**config.mk**
```make
export PLATFORM = sky130hd
export DESIGN_NAME = div_unit_flat
export DESIGN_NICKNAME = d
export VERILOG_FILES = /design/src/rtl/div_unit_if.sv /design/src/rtl/div_unit.sv /design/src/flat_wrapper.sv
export SDC_FILE = /design/constraint.sdc
export NUM_CORES = 1
export LEC_CHECK = 0
export CORE_MARGIN = 2
export CORE_UTILIZATION = 40
export DETAILED_ROUTE_END_ITERATION = 7
export DONT_BUFFER_PORTS = 1
export GPL_ROUTABILITY_DRIVEN = 1
export SYNTH_ARGS = -nofsm -noshare
export SYNTH_HDL_FRONTEND = slang
export SYNTH_SLANG_ARGS = --single-unit
```
**constraint.sdc**
```tcl
create_clock -name clk -period 13.8 [get_ports clk]
set_input_delay 0.69 -clock clk [delete_from_list [all_inputs] [get_ports clk]]
set_output_delay 0.69 -clock clk [all_outputs]
set_load 0.05 [all_outputs]
```
**src/rtl/div_unit_if.sv**
```systemverilog
`default_nettype none
// ============================================================================
//  Module   : div_unit_if
//  Purpose  : EX-stage divider request/response bundle (operands in, HI/LO out).
//  Revision : 1.0 - initial release
// ============================================================================
interface div_unit_if #(
    parameter int WIDTH = 32
);
    logic             flush;
    logic             start;
    logic             signed_div;
    logic [WIDTH-1:0] dividend;
    logic [WIDTH-1:0] divisor;
    logic             busy;
    logic             ready;
    logic [WIDTH-1:0] quotient;
    logic [WIDTH-1:0] remainder;
    logic             stallreq;

    modport master (
        output flush, start, signed_div, dividend, divisor,
        input  busy, ready, quotient, remainder, stallreq
    );

    modport slave (
        input  flush, start, signed_div, dividend, divisor,
        output busy, ready, quotient, remainder, stallreq
    );
endinterface
`default_nettype wire

```
**src/rtl/div_unit.sv**
```systemverilog
`default_nettype none
// ============================================================================
//  Module   : div_unit
//  Purpose  : Iterative radix-2 restoring divider for DIV/DIVU, one bit/cycle.
//  Revision : 1.0 - initial release
// ============================================================================
module div_unit #(
    parameter int WIDTH = 32,
    parameter int CNT_W = 6
) (
    input  logic      clk,
    input  logic      resetn,
    div_unit_if.slave bus
);
    typedef enum logic [1:0] {
        S_IDLE = 2'd0,
        S_CALC = 2'd1,
        S_DONE = 2'd2
    } state_t;

    localparam logic [CNT_W-1:0] c_last_iter = CNT_W'(WIDTH - 1);

    state_t           r_state;
    logic             r_busy;
    logic             r_ready;
    logic [WIDTH-1:0] r_quotient;
    logic [WIDTH-1:0] r_remainder;
    logic [WIDTH-1:0] r_rem;
    logic [WIDTH-1:0] r_quo;
    logic [WIDTH-1:0] r_dvs;
    logic [CNT_W-1:0] r_cnt;
    logic             r_neg_q;
    logic             r_neg_r;

    logic             w_accept;
    logic             w_dvd_neg;
    logic             w_dvs_neg;
    logic [WIDTH-1:0] w_dvd_mag;
    logic [WIDTH-1:0] w_dvs_mag;
    logic [WIDTH:0]   w_shift;
    logic [WIDTH:0]   w_trial;
    logic             w_qbit;
    logic [WIDTH-1:0] w_rem_next;
    logic [WIDTH-1:0] w_quo_next;

    assign w_accept  = (r_state == S_IDLE) & bus.start & ~bus.flush;
    assign w_dvd_neg = bus.signed_div & bus.dividend[WIDTH-1];
    assign w_dvs_neg = bus.signed_div & bus.divisor[WIDTH-1];
    assign w_dvd_mag = w_dvd_neg ? -bus.dividend : bus.dividend;
    assign w_dvs_mag = w_dvs_neg ? -bus.divisor : bus.divisor;

    // The dividend magnitude lives in r_quo and is shifted out MSB-first
    // into the partial remainder while quotient bits shift in at the LSB.
    assign w_shift    = {r_rem, r_quo[WIDTH-1]};
    assign w_trial    = w_shift - {1'b0, r_dvs};
    assign w_qbit     = ~w_trial[WIDTH];
    assign w_rem_next = w_qbit ? w_trial[WIDTH-1:0] : w_shift[WIDTH-1:0];
    assign w_quo_next = {r_quo[WIDTH-2:0], w_qbit};

    always_ff @(posedge clk or negedge resetn) begin
        if (!resetn) begin
            r_state     <= S_IDLE;
            r_busy      <= 1'b0;
            r_ready     <= 1'b0;
            r_quotient  <= '0;
            r_remainder <= '0;
            r_rem       <= '0;
            r_quo       <= '0;
            r_dvs       <= '0;
            r_cnt       <= '0;
            r_neg_q     <= 1'b0;
            r_neg_r     <= 1'b0;
        end else begin
            r_ready <= 1'b0;
            case (r_state)
                S_IDLE: begin
                    if (w_accept) begin
                        r_quo   <= w_dvd_mag;
                        r_dvs   <= w_dvs_mag;
                        r_rem   <= '0;
                        r_cnt   <= '0;
                        r_neg_q <= w_dvd_neg ^ w_dvs_neg;
                        r_neg_r <= w_dvd_neg;
                        if (bus.divisor == '0) begin
                            // Divide by zero reports the raw dividend, never its magnitude.
                            r_quotient  <= '1;
                            r_remainder <= bus.dividend;
                            r_ready     <= 1'b1;
                            r_state     <= S_DONE;
                        end else begin
                            r_busy  <= 1'b1;
                            r_state <= S_CALC;
                        end
                    end
                end
                S_CALC: begin
                    if (bus.flush) begin
                        r_busy  <= 1'b0;
                        r_state <= S_IDLE;
                    end else begin
                        r_rem <= w_rem_next;
                        r_quo <= w_quo_next;
                        r_cnt <= r_cnt + CNT_W'(1);
                        if (r_cnt == c_last_iter) begin
                            r_quotient  <= r_neg_q ? -w_quo_next : w_quo_next;
                            r_remainder <= r_neg_r ? -w_rem_next : w_rem_next;
                            r_ready     <= 1'b1;
                            r_busy      <= 1'b0;
                            r_state     <= S_DONE;
                        end
                    end
                end
                S_DONE: begin
                    r_state <= S_IDLE;
                end
                default: begin
                    r_busy  <= 1'b0;
                    r_state <= S_IDLE;
                end
            endcase
        end
    end

    assign bus.busy      = r_busy;
    assign bus.ready     = r_ready;
    assign bus.quotient  = r_quotient;
    assign bus.remainder = r_remainder;
    assign bus.stallreq  = w_accept | (r_state == S_CALC);
endmodule
`default_nettype wire

```
**src/flat_wrapper.sv**
```systemverilog
// flat-port wrapper written by rule: the top's interface ports become plain ports
module div_unit_flat 
#(
    parameter int WIDTH = 32,
    parameter int CNT_W = 6
)
  (clk, resetn, bus_flush, bus_start, bus_signed_div, bus_dividend, bus_divisor, bus_busy, bus_ready, bus_quotient, bus_remainder, bus_stallreq);
  div_unit_if #(.WIDTH(WIDTH)) bus_i ();
  input  logic clk;
  input  logic resetn;
  input wire logic [$bits(bus_i.flush)-1:0] bus_flush;
  input wire logic [$bits(bus_i.start)-1:0] bus_start;
  input wire logic [$bits(bus_i.signed_div)-1:0] bus_signed_div;
  input wire logic [$bits(bus_i.dividend)-1:0] bus_dividend;
  input wire logic [$bits(bus_i.divisor)-1:0] bus_divisor;
  output wire logic [$bits(bus_i.busy)-1:0] bus_busy;
  output wire logic [$bits(bus_i.ready)-1:0] bus_ready;
  output wire logic [$bits(bus_i.quotient)-1:0] bus_quotient;
  output wire logic [$bits(bus_i.remainder)-1:0] bus_remainder;
  output wire logic [$bits(bus_i.stallreq)-1:0] bus_stallreq;
  assign bus_i.flush = bus_flush;
  assign bus_i.start = bus_start;
  assign bus_i.signed_div = bus_signed_div;
  assign bus_i.dividend = bus_dividend;
  assign bus_i.divisor = bus_divisor;
  assign bus_busy = bus_i.busy;
  assign bus_ready = bus_i.ready;
  assign bus_quotient = bus_i.quotient;
  assign bus_remainder = bus_i.remainder;
  assign bus_stallreq = bus_i.stallreq;
  div_unit #(.WIDTH(WIDTH), .CNT_W(CNT_W)) u_core (.clk(clk), .resetn(resetn), .bus(bus_i));
endmodule
```
==> flow_summary.yaml <==
synth:
  synth_cells: 1551
  yosysMostFrequentCell: "nand2_1"
  async_flop_share_pct: 100.0
  synthMuxAreaShare_pct: 3.184
  synth_simple_gate_area_share_pct: 19.68
  synth_top_family_by_area: "compound AO/OA/AOI/OAI gates"
  synth_seq_area_share_pct: 34.55
  synth_warnings: 0
  ys_types: 90
  synth_fa_ha_area_share_pct: 3.877
  synthTopCellsByCount: "nand2_1 (196), a21oi_1 (172), dfrtp_1 (172), o21ai_0 (172), nor2_1 (153)"
  yosys_most_used_dff: "dfrtp_1"
  synth-xor-area-share_pct: 9.140
  syn_nets: 1658
  avgSynthCellArea_sq_um: 8.032
  synth_edf_count: 0
  syn_area_sq_um: 12460
  synth-compound-area-share_pct: 24.68
  synth_area_leaders: "dfrtp_1 (35%), a21oi_1 (6.9%), o21ai_0 (6.9%)"
  synth-seq-cells: 172
  synth.top_cell.area_share_pct: 34.55
  synth.largest_area_cell: "dfrtp_1"
route:
  dr.pass1.iters: 5
  vias: 11060
  avgViaCountPerCell: 5.822
  drc: 0
  routedWlPerCell_um: 19.86
  drtIter0Drc: 930
  ant_nets: 0
  wirelength_mm: 37.73
timing:
  period_minus_slack_ps: 5725
  hold_viol_final: 0
  fmaxAchievable_ghz: 0.1747
  rsz0062_at_grt: "false"
  slew_headroom_pct: 22.56
  period_share_pct: 41.49
  finalClockSkew_ps: 16.44
  fin_tns_setup_ps: 0
  slew_viol_final: 0
  setup_violations: 0
  tightest_slew_ps: 1155
power:
  finalPower_mw: 2.049
  peakVddDrop_mv: 0.1004
  power_density_nw_per_um2: 154.4
  p_leak_nw: 5.604
worst_setup_path:
  crit_fanout: 43
  crit_family: "simple AND/OR/NAND/NOR gates"
  start_kind: "flop"
  cp_slowest_stage_delay_ps: 610
  crit_type: "reg -> reg"
  crit_buf_inv: 3
  slowest_stage: "and2_4"
  crit_arrival_ps: 6050
  end_kind: "flop"
  worstPathRequired_ps: 14120
  path_cells: "inv_1 -> ha_1 -> fa_1 -> nand2b_1 -> a211oi_2 -> o21ai_4 -> a211oi_2 -> or4_4 -> a21o_2 -> and2_4 -> inv_8 -> a21oi_1 -> ha_1 -> clkinv_1 -> or4b_1 -> and3_1 -> nor3_1 -> o21ai_1"
place:
  globalplace.congestion: 0.8970
  placed_cell_area_sq_um: 12640
  dp_hpwl_mm: 28.23
  dp.cells: 1867
  port_buffers: 0
clock_network:
  htreeDepth: 4
  root_buffer: "clkbuf_16"
  cts_resized: 0
  clkTransAtPathRegs_ps: 70
  cts_setup_buffers: 0
  clockBufferDepth: 2
  numClockSinks: 172
  ctsHoldBuffers: 1
  cts_buffers: 17
  worst_skew_pair.late_latency_ps: 440
  tritoncts: "done"
die:
  core_area_sq_um: 30590
  fp.dieH_um: 180.5
  rows: 64
  die_x_um: 180.5
  pin_count: 136
  start_util_pct: 40.72
  die_area_sq_um: 32570
global_routing:
  grt_pass1_vias: 10380
  antenna_found_initial: 0
  grt_overflow: 0
  grt_pass1_wl_mm: 59.57
  track_usage_pct: 23.03
  grt_max_degree: 173
worst_hold_path:
  hp-class: "in -> async"
layout:
  fin_cells: 1900
  final_layout_size_suffix_gt1_share_pct: 5.984
  num_antenna_cells: 0
  fillers: 3130
  stdcell_area_sq_um: 13270
  area_delta_synth_final_pct: 6.529
  nets: 1598
  postLayoutCoreUtil_pct: 43.38
run:
  maxCapViolations: 0
run_status:
  run_status: "completed"
cell usage in the layout, fill, tap and decap left out, drive strengths merged, types with 8 or more instances in the layout:
master  instances
nand2         196
o21ai         182
a21oi         174
dfrtp         172
nor2          153
xor2           90
inv            61
xnor2          40
ha             37
mux2i          31
o31ai          24
nand3          24
nor3           21
or3            20
a31oi          20
o41ai          18
clkbuf         17
nand2b         15
and3           15
and2           14
nand4          12
a21o           12
nor4           11
or4            10
buf             9
o21a            8
worst register-to-register path: cells and delay by family, from the launching register on:
kind	cells	cell delay (ps)
flip-flops	1	480
AND/OR/NAND/NOR	6	1950
adder cells (fa/ha/maj)	3	920
AO/OA/AOI/OAI	6	1700
buffers and inverters	3	580
worst paths after layout:
path | start | to | slack, ps | cells after the start
setup / recovery | u_core.r_quo[31] | u_core.bus.remainder[22] | 8080 | 18
hold / removal | resetn | u_core.bus.remainder[17] | 230 | 1
setup reg to reg | u_core.r_quo[31] | u_core.bus.remainder[22] | 8080 | 18
hold reg to reg | u_core.r_dvs[5] | u_core.r_dvs[5] | 480 | 2
max in group asynchronous | resetn | u_core.r_quo[8] | 12820 | 1
min in group clk | bus_signed_div | u_core.r_neg_q | 400 | 2
sequential cells by signal (all words and copies together) (netlist names), 2 cells and up:
register	cells
u_core.r_quo	32
u_core.r_state	2
u_core.bus.remainder	32
u_core.r_dvs	32
u_core.r_rem	32
u_core.bus.quotient	32
u_core.r_cnt	6
layout make-up:
class / count / area (sq um) / area share [%]
Sequential cell: 172 / 4304 / 32.43
Timing Repair Buffer: 9 / 87.58 / 0.6600
Clock buffer: 17 / 425.4 / 3.206
Multi-Input combinational cell: 1237 / 7575 / 57.08
Tap cell: 396 / 495.5 / 3.734
Inverter: 54 / 210.2 / 1.584
Clock inverter: 15 / 172.7 / 1.301
report_power, final:
group | leakage [nW] | total (mW) | internal [mW] | switching, mW
Clock | 0.289 | 0.485 | 0.245 | 0.240
Combinational | 3.08 | 0.866 | 0.325 | 0.542
Sequential | 2.24 | 0.697 | 0.573 | 0.124
Total | 5.60 | 2.05 | 1.14 | 0.906
through the flow:
| stage | setup WS (ps) | hold WS, ps |
|---|---|---|
| 6_report | 8075 | 226.3 |
| 5_1_grt | 7755 | 267.5 |
| 4_1_cts | 8120 | 354.4 |
| 3_5_place_dp | 8138 | 407.7 |
| 3_3_place_gp | 8322 | 408.5 |
| 2_1_floorplan | 8950 | 394.4 |
routing by layer:
layer	track usage (%)	wire, um	vias to the layer above
met5	0	0	-
met4	5.258	652	0
met3	4.669	2700	35
met2	35.53	16600	375
met1	33.19	17780	5261
li1	-	-	5390
kinds of logic (layout without fill, tap and decap cells):
| group | Yosys count | in the layout |
|---|---|---|
| multiplexers | 38 | 38 |
| adder cells (fa/ha/maj) | 38 | 38 |
| AO/OA/AOI/OAI | 510 | 510 |
| XOR/XNOR | 130 | 130 |
| buffers and inverters | 142 | 95 |
| AND/OR/NAND/NOR | 521 | 521 |
| flip-flops | 172 | 172 |
(Power assumes the default switching activity.)
